===== config.mk =====
export PLATFORM = sky130hd
export DESIGN_NAME = wellfilter_bias_seq
export DESIGN_NICKNAME = d
export VERILOG_FILES = /design/src/rtl/wellfilter_bias_seq.sv
export SDC_FILE = /design/constraint.sdc
export NUM_CORES = 1
export LEC_CHECK = 0
export ABC_AREA = 1
export ABC_CLOCK_PERIOD_IN_PS = 4600
export BUFFER_PORTS_ARGS = -buffer_cell sky130_fd_sc_hd__clkbuf_2
export CORE_ASPECT_RATIO = 1.25
export CORE_MARGIN = 3
export CORE_UTILIZATION = 40
export CTS_BUF_LIST = sky130_fd_sc_hd__clkbuf_2 sky130_fd_sc_hd__clkbuf_4 sky130_fd_sc_hd__clkbuf_8
export DETAILED_ROUTE_END_ITERATION = 16
export SYNTH_ARGS = -nofsm -noshare
export SYNTH_HDL_FRONTEND = slang
export SYNTH_SLANG_ARGS = --single-unit
export TNS_END_PERCENT = 20

===== constraint.sdc =====
create_clock -name clk -period 4.6 [get_ports clk]
set_input_delay 0.23 -clock clk [delete_from_list [all_inputs] [get_ports clk]]
set_output_delay 0.23 -clock clk [all_outputs]
set_load 0.01 [all_outputs]

===== src/rtl/wellfilter_bias_seq.sv =====
// Well-filter switch sequencer: enables masked channels one at a time with settle and debounce.
// Optional CHECK timeout is enabled by defining WELLFLT_TIMEOUT_EN.
module wellfilter_bias_seq #(
  parameter int N_CH   = 4,
  parameter int CNT_W  = 8,
  parameter int DEB    = 3,
  parameter int TO_CYC = 255,
  localparam int CH_W  = (N_CH > 1) ? $clog2(N_CH) : 1
) (
  input  logic             clk,
  input  logic             rst_n,
  input  logic             req_i,
  input  logic [N_CH-1:0]  ch_mask_i,
  input  logic [CNT_W-1:0] settle_cnt_i,
  input  logic [N_CH-1:0]  ok_i,
  output logic [N_CH-1:0]  flt_en_o,
  output logic             busy_o,
  output logic             done_o,
  output logic             fault_o,
  output logic [CH_W-1:0]  fault_ch_o
);

  localparam int DEB_W = $clog2(DEB + 1);

  typedef enum logic [2:0] {
    S_IDLE,
    S_ENABLE,
    S_SETTLE,
    S_CHECK,
    S_DONE,
    S_FAULT
  } state_e;

  state_e           state_q, state_d;
  logic [N_CH-1:0]  mask_q, mask_d;
  logic [N_CH-1:0]  en_q, en_d;
  logic [CH_W-1:0]  idx_q, idx_d;
  logic [CH_W-1:0]  fch_q, fch_d;
  logic [CNT_W-1:0] cnt_q, cnt_d;
  logic [DEB_W-1:0] deb_q, deb_d;
  logic [N_CH-1:0]  sync1_q, ok_s;
`ifdef WELLFLT_TIMEOUT_EN
  localparam int TO_W = $clog2(TO_CYC + 1);
  logic [TO_W-1:0]  to_q, to_d;
`endif

  // {found, index} of the lowest set bit of m at or above position from
  function automatic logic [CH_W:0] next_set(
    input logic [N_CH-1:0] m,
    input int              from
  );
    logic [CH_W:0] r;
    r = '0;
    for (int i = N_CH - 1; i >= 0; i--) begin
      if (m[i] && i >= from) r = {1'b1, CH_W'(i)};
    end
    return r;
  endfunction

  logic [CH_W:0]   nx_first, nx_next, lost_first;
  logic [N_CH-1:0] lost;

  assign nx_first   = next_set(ch_mask_i, 0);
  assign nx_next    = next_set(mask_q, int'(idx_q) + 1);
  assign lost       = en_q & ~ok_s;
  assign lost_first = next_set(lost, 0);

  always_comb begin
    state_d = state_q;
    mask_d  = mask_q;
    en_d    = en_q;
    idx_d   = idx_q;
    fch_d   = fch_q;
    cnt_d   = cnt_q;
    deb_d   = deb_q;
`ifdef WELLFLT_TIMEOUT_EN
    to_d    = to_q;
`endif
    unique case (state_q)
      S_IDLE: begin
        if (req_i) begin
          mask_d = ch_mask_i;
          if (nx_first[CH_W]) begin
            idx_d   = nx_first[CH_W-1:0];
            state_d = S_ENABLE;
          end else begin
            state_d = S_DONE;
          end
        end
      end
      S_ENABLE: begin
        en_d    = en_q | (N_CH'(1) << idx_q);
        cnt_d   = settle_cnt_i;
        state_d = S_SETTLE;
      end
      S_SETTLE: begin
        if (cnt_q == '0) begin
          deb_d   = '0;
`ifdef WELLFLT_TIMEOUT_EN
          to_d    = '0;
`endif
          state_d = S_CHECK;
        end else begin
          cnt_d = cnt_q - 1'b1;
        end
      end
      S_CHECK: begin
`ifdef WELLFLT_TIMEOUT_EN
        to_d = to_q + 1'b1;
`endif
        if (ok_s[idx_q] && deb_q == DEB_W'(DEB - 1)) begin
          deb_d = '0;
          if (nx_next[CH_W]) begin
            idx_d   = nx_next[CH_W-1:0];
            state_d = S_ENABLE;
          end else begin
            state_d = S_DONE;
          end
        end else begin
          deb_d = ok_s[idx_q] ? deb_q + 1'b1 : '0;
`ifdef WELLFLT_TIMEOUT_EN
          if (to_q == TO_W'(TO_CYC - 1)) begin
            fch_d   = idx_q;
            en_d    = '0;
            state_d = S_FAULT;
          end
`endif
        end
      end
      S_DONE: begin
        if (|lost) begin
          fch_d   = lost_first[CH_W-1:0];
          en_d    = '0;
          state_d = S_FAULT;
        end
      end
      S_FAULT: begin
        state_d = S_FAULT;
      end
      default: state_d = S_IDLE;
    endcase
    // Dropping req_i outranks any other transition
    if (state_q != S_IDLE && !req_i) begin
      state_d = S_IDLE;
      mask_d  = '0;
      en_d    = '0;
      idx_d   = '0;
      fch_d   = '0;
      cnt_d   = '0;
      deb_d   = '0;
`ifdef WELLFLT_TIMEOUT_EN
      to_d    = '0;
`endif
    end
  end

  always_ff @(posedge clk or negedge rst_n) begin
    if (!rst_n) begin
      state_q <= S_IDLE;
      mask_q  <= '0;
      en_q    <= '0;
      idx_q   <= '0;
      fch_q   <= '0;
      cnt_q   <= '0;
      deb_q   <= '0;
      sync1_q <= '0;
      ok_s    <= '0;
`ifdef WELLFLT_TIMEOUT_EN
      to_q    <= '0;
`endif
    end else begin
      state_q <= state_d;
      mask_q  <= mask_d;
      en_q    <= en_d;
      idx_q   <= idx_d;
      fch_q   <= fch_d;
      cnt_q   <= cnt_d;
      deb_q   <= deb_d;
      sync1_q <= ok_i;
      ok_s    <= sync1_q;
`ifdef WELLFLT_TIMEOUT_EN
      to_q    <= to_d;
`endif
    end
  end

  assign flt_en_o   = en_q;
  assign busy_o     = (state_q == S_ENABLE) ||
                      (state_q == S_SETTLE) ||
                      (state_q == S_CHECK);
  assign done_o     = (state_q == S_DONE);
  assign fault_o    = (state_q == S_FAULT);
  assign fault_ch_o = fch_q;

endmodule

# Word-level counts from Yosys, hierarchy flattened
# Cells that the tools add are included.
totals:
  register_bits: 33
  in_bits: 19
  output_inout_bits: 9
  elab_cells: 107
classes:
  n_addsub: 3
  magnitude_cmp: 5
  eq_ne: 13
  shift: 1
  n_mux: 45
  bitwise: 3
  reduce_logical: 28
op_table:
  columns: ["operator", "count"]
  rows:
  - ["3-bit 2-to-1 mux", 15]
  - ["2-bit 2-to-1 mux", 16]
  - ["4-bit 2-to-1 mux", 5]
  - ["3-bit inequality test, second input constant", 6]
  - ["3-bit case mux with 6 select lines", 1]
  - ["8-bit 2-to-1 mux", 2]
  - ["8-bit case mux with 2 select lines", 1]
  - ["3-bit nonzero test", 5]
  - ["2-bit AND reduction", 5]
  - ["8-bit zero test", 1]
  - ["2-bit case mux with 2 select lines", 2]
  - ["4-bit case mux with 2 select lines", 1]
  - ["2-bit nonzero test", 4]
  - ["8-bit by 1-bit subtractor with 8-bit output, second input constant", 1]
  - ["3-bit by 2-bit equality test with 1-bit output, second input constant", 2]
  - ["3-bit equality test, second input constant", 2]
  - ["1-bit by 3-bit >= comparator with 1-bit output, first input constant", 2]
  - ["2-bit by 3-bit >= comparator with 1-bit output, first input constant", 2]
  - ["1-bit logical AND", 6]
  - ["5-bit AND reduction", 1]
  - ["4-bit AND", 1]
  - ["4-bit NOT", 1]
  - ["4-bit bitwise OR", 1]
  - ["4-bit AND reduction", 1]
  - ["other kinds (13)", 14]

# Longest topological paths before layout
logic_depth:
  depth_word: 11
  ltp_mapped: 12
  depth_no_buf: 11

# Worst setup path before layout
# Ideal clock, no wire load.
synth_timing:
  path_type: "reg2reg"
  startpoint: "register state_q[1]"
  endpoint: "register state_q[2]"
  setup_ps: 118
  arrival_time_ps: 1636
  required_time_ps: 4482
  setup_slack_ps: 2846
  stages_incl_launch_ff: 13
  path_buffers: 1
  period_less_slack_ps: 1754
  cell_sequence: "dfrtp_1 -> nor2_1 -> nand2_2 -> ha_1 -> buf_2 -> inv_1 -> nand3_1 -> nor2_1 -> nor2_1 -> nand2_1 -> nor2_1 -> nand2_1 -> nand2_1"
synth_between:
  elab_chain_cells: 4
  word_cells_on_any_way: 15
  cone_classes: "9 x eq/ne; 2 x mux; 4 x reduce/logical"
synth_rtl:
  columns: ["element", "line", "source"]
  rows:
  - ["start, declared", "34", "state_e state_q, state_d;"]
  - ["start signal, assigned", "172", "state_q <= state_d;"]
  - ["3-bit nonzero test", "143", "if (state_q != S_IDLE && !req_i) begin"]
  - ["1-bit logical AND", "143", null]
  - ["3-bit inequality test (no source line) / 3-bit by 1-bit inequality test with 1-bit output (equally long branches)", null, null]
  - ["4-bit AND reduction (no source line)", null, null]
# Parallel ways exist; a longest one is shown, timed or not.
# A chain may end at the register's enable or synchronous reset.

# Final worst setup path
layout_timing:
  startpoint: "register state_q[1]"
  endpoint: "register state_q[1]"
# The elaborated chain is that of the path after synthesis.

==> flow_metrics.py <==
metrics = {
    "route": {
        "vias": 1716,
        "antenna_left": 0,
        "routed_wl_um": 4140,
        "dr.first_iter.drc_count": 77,
        "drtPass1Iterations": 4,
        "wl_per_cell_um": 11.5,
        "viasPerCell": 4.78,
        "drc": 0,
    },
    "setup_path": {
        "worstSetupPathType": "flip-flop to flip-flop",
        "r2r_start": "state_q[1]",
        "r2r_setup_slack_ns": 2.44,
        "start_kind": "flip-flop",
        "cp_data_arrival_time_ns": 2.34,
        "endpoint_kind": "flip-flop",
        "critPathRequiredTime_ns": 4.77,
        "crit_fanout": 13,
        "startpoint": "state_q[1]",
    },
    "die": {
        "rows": 27,
        "die_y_um": 83.2,
        "dieWidth_um": 67.8,
        "core-area_um2": 4490,
        "start_util_pct": 42.5,
        "dieArea_um2": 5640,
        "pin_count": 28,
    },
    "grt": {
        "first_global_vias": 1629,
        "antenna_found_initial": 0,
        "globalRouteMet3Util_pct": 4.47,
        "grt_overflow_total": 0,
        "use_met2_pct": 26.5,
        "busiest_layer": "met2",
        "grtUsageTotal_pct": 16.8,
        "grt_first_pass_wirelength_um": 7290,
        "grt_use_met1_pct": 22.0,
        "grt_start_max_net_pins": 33,
    },
    "pwr": {
        "internal_power_uw": 750,
        "ir_drop_mv": 0.291,
        "pwr-share-seq_pct": 31.1,
        "power_density_nw_per_um2": 666,
        "combinationalPowerShare_pct": 53.9,
        "p_sw_uw": 709,
        "p_leak_nw": 1.19,
        "pwr-share-clk_pct": 15.0,
        "p_sw_share_pct": 48.6,
    },
    "yosys": {
        "ys_seq_area_share_pct": 41.9,
        "synthTopCellsByArea": "dfrtp_1 42%, nand2_1 18%, inv_1 6.9%",
        "yosys_warnings": 0,
        "netlist.area_leader.share_pct": 41.9,
        "avgSynthCellArea_um2": 7.07,
        "netlist_area_um2": 1910,
        "yosysTopAreaCell": "dfrtp_1",
        "ys_types": 27,
        "syn-num-nets": 295,
        "synth_cells": 270,
        "ys_seq_elements": 32,
    },
    "place": {
        "numPortBuffers": 27,
        "dp_hpwl_um": 3200,
        "routabilityCongestion": 0.849,
    },
    "finish": {
        "final_common_cell": "nand2_1",
        "postLayoutCoreUtil_pct": 48.8,
        "insertedDiodeCount": 0,
        "area_delta_synth_final_pct": 14.7,
        "fin_nets": 325,
        "fillerInstances": 480,
        "drive_gt1_share_pct": 15.9,
        "final_cell_mix": "92 x nand2_1, 35 x inv_1, 32 x dfrtp_1",
    },
    "hold_path": {
        "hp-class": "input pin to asynchronous set/reset pin",
    },
    "sta": {
        "finalSetupTns_ns": 0,
        "fmaxAchievable_mhz": 462,
        "min_period_over_period_pct": 47.0,
        "post-route-min-period_ns": 2.16,
        "skew_ns": 0.00649,
        "setup_viol": 0,
        "rsz0062_at_grt": "false",
        "hold_viol": 0,
        "finalMaxSlewViolations": 0,
        "maxSlewHeadroom_pct": 46.3,
        "worst_pin_slew_ns": 0.806,
    },
    "clock_network": {
        "post_cts_buffers": 0,
        "clkTransAtPathRegs_ns": 0.07,
        "h-tree-depth": 2,
        "cts_tree": "built",
        "holdBufCountCts": 0,
        "root_buffer": "clkbuf_8",
        "clk_latency_ns": 0.29,
        "cts-buffers-inserted": 5,
        "cts_buffer_depth": 2,
        "post_cts_resize_count": 0,
        "clock-sinks": 32,
    },
    "run_status": {
        "run_status": "complete, no violations",
    },
    "run": {
        "drv_cap": 0,
    },
}
==> Yosys cell counts <==
master and count:
nand2_2 2, nand3b_1 1, nor2_1 25, inv_2 5, a21oi_2 3, nand3_4 1, nor2_2 2, a21oi_1 4
nand3_1 22, o21ai_1 4, o22ai_1 2, xor2_1 1, xnor2_1 1, inv_1 35, buf_2 3, clkbuf_1 1
o31ai_1 3, o21ai_0 12, o211ai_1 3, nand4_1 4, nand2_1 92, nor3_1 3, a31oi_1 1, ha_1 6
o32ai_1 1, o2bb2ai_1 1, dfrtp_1 32
==> final timing paths <==
kind,endpoint,cells after the start
worst max-delay path,state_q[1],11
worst min-delay path,mask_q[3],1
worst max register to register,state_q[1],11
worst min register to register,ok_s[3],0
max in group asynchronous,cnt_q[6],1
min in group clk,sync1_q[2],1
==> logic make-up after synthesis <==
logic type                 share of synthesized area, %
DFF                                                41.9
adders and majority gates                          3.93
AOI/OAI and AO/OA                                  10.9
xor gates and xnor gates                          0.918
buffers and inverters                              8.85
and+or+nand+nor                                    33.5
==> stage by stage <==
step                hold WS [ns]  power [mW]  cell area (um2)  setup slack, ns  std cells
finish                    0.0206        1.46             2190             2.44        359
global route              0.0235        1.63             2190             2.18        359
CTS                       0.0362        1.48             2190             2.43        359
detailed placement         0.335        1.25             2100             2.44        351
global placement           0.331        1.24             2100             2.51        351
floorplan                -0.0656        1.05             1910             2.85        270
==> final cells by class <==
| cell class | instances | area (um2) | area share, % |
|---|---|---|---|
| well taps | 58 | 72.6 | 3.31 |
| flip-flops and latches | 32 | 801 | 36.6 |
| multi-input cells | 194 | 940 | 42.9 |
| repair buffers | 27 | 135 | 6.17 |
| inverters | 40 | 150 | 6.85 |
| clock buffers | 5 | 68.8 | 3.14 |
| clock inverters | 3 | 23.8 | 1.09 |
==> routing by layer <==
| layer | vias to the layer above | routed length [um] |
|---|---|---|
| met2 | 31 | 1950 |
| met3 | 7 | 173 |
| met4 | 0 | 85 |
| li1 | 918 | - |
| met5 | - | 0 |
| met1 | 760 | 1930 |
==> state kept, by name (all words and copies together), names as in the netlist <==
| signal | count |
|---|---|
| idx_q | 2 |
| deb_q | 2 |
| sync1_q | 4 |
| state_q | 3 |
| cnt_q | 8 |
| ok_s | 4 |
| fault_ch_o | 2 |
| flt_en_o | 4 |
| mask_q | 3 |
==> power groups by stage <==
stage	Clock, mW	Combinational (mW)	Sequential, mW
6_report	0.219	0.787	0.453
5_1_grt	0.239	0.917	0.471
4_1_cts	0.227	0.795	0.454
3_5_place_dp	0	0.794	0.458
3_3_place_gp	0	0.784	0.459
2_1_floorplan	0	0.604	0.450
==> critical path, stage by stage, from the launching register on <==
cell and delay (ns):
dfrtp_1 0.44, nor2_1 0.22, nand2_2 0.13, ha_1 0.32
inv_1 0.33, nand3_1 0.12, nor2_1 0.18, nor2_1 0.06
nand2_1 0.08, nor2_1 0.05, nand2_1 0.06, nand2_1 0.05
No activity file was read; power rests on OpenSTA's default activity.
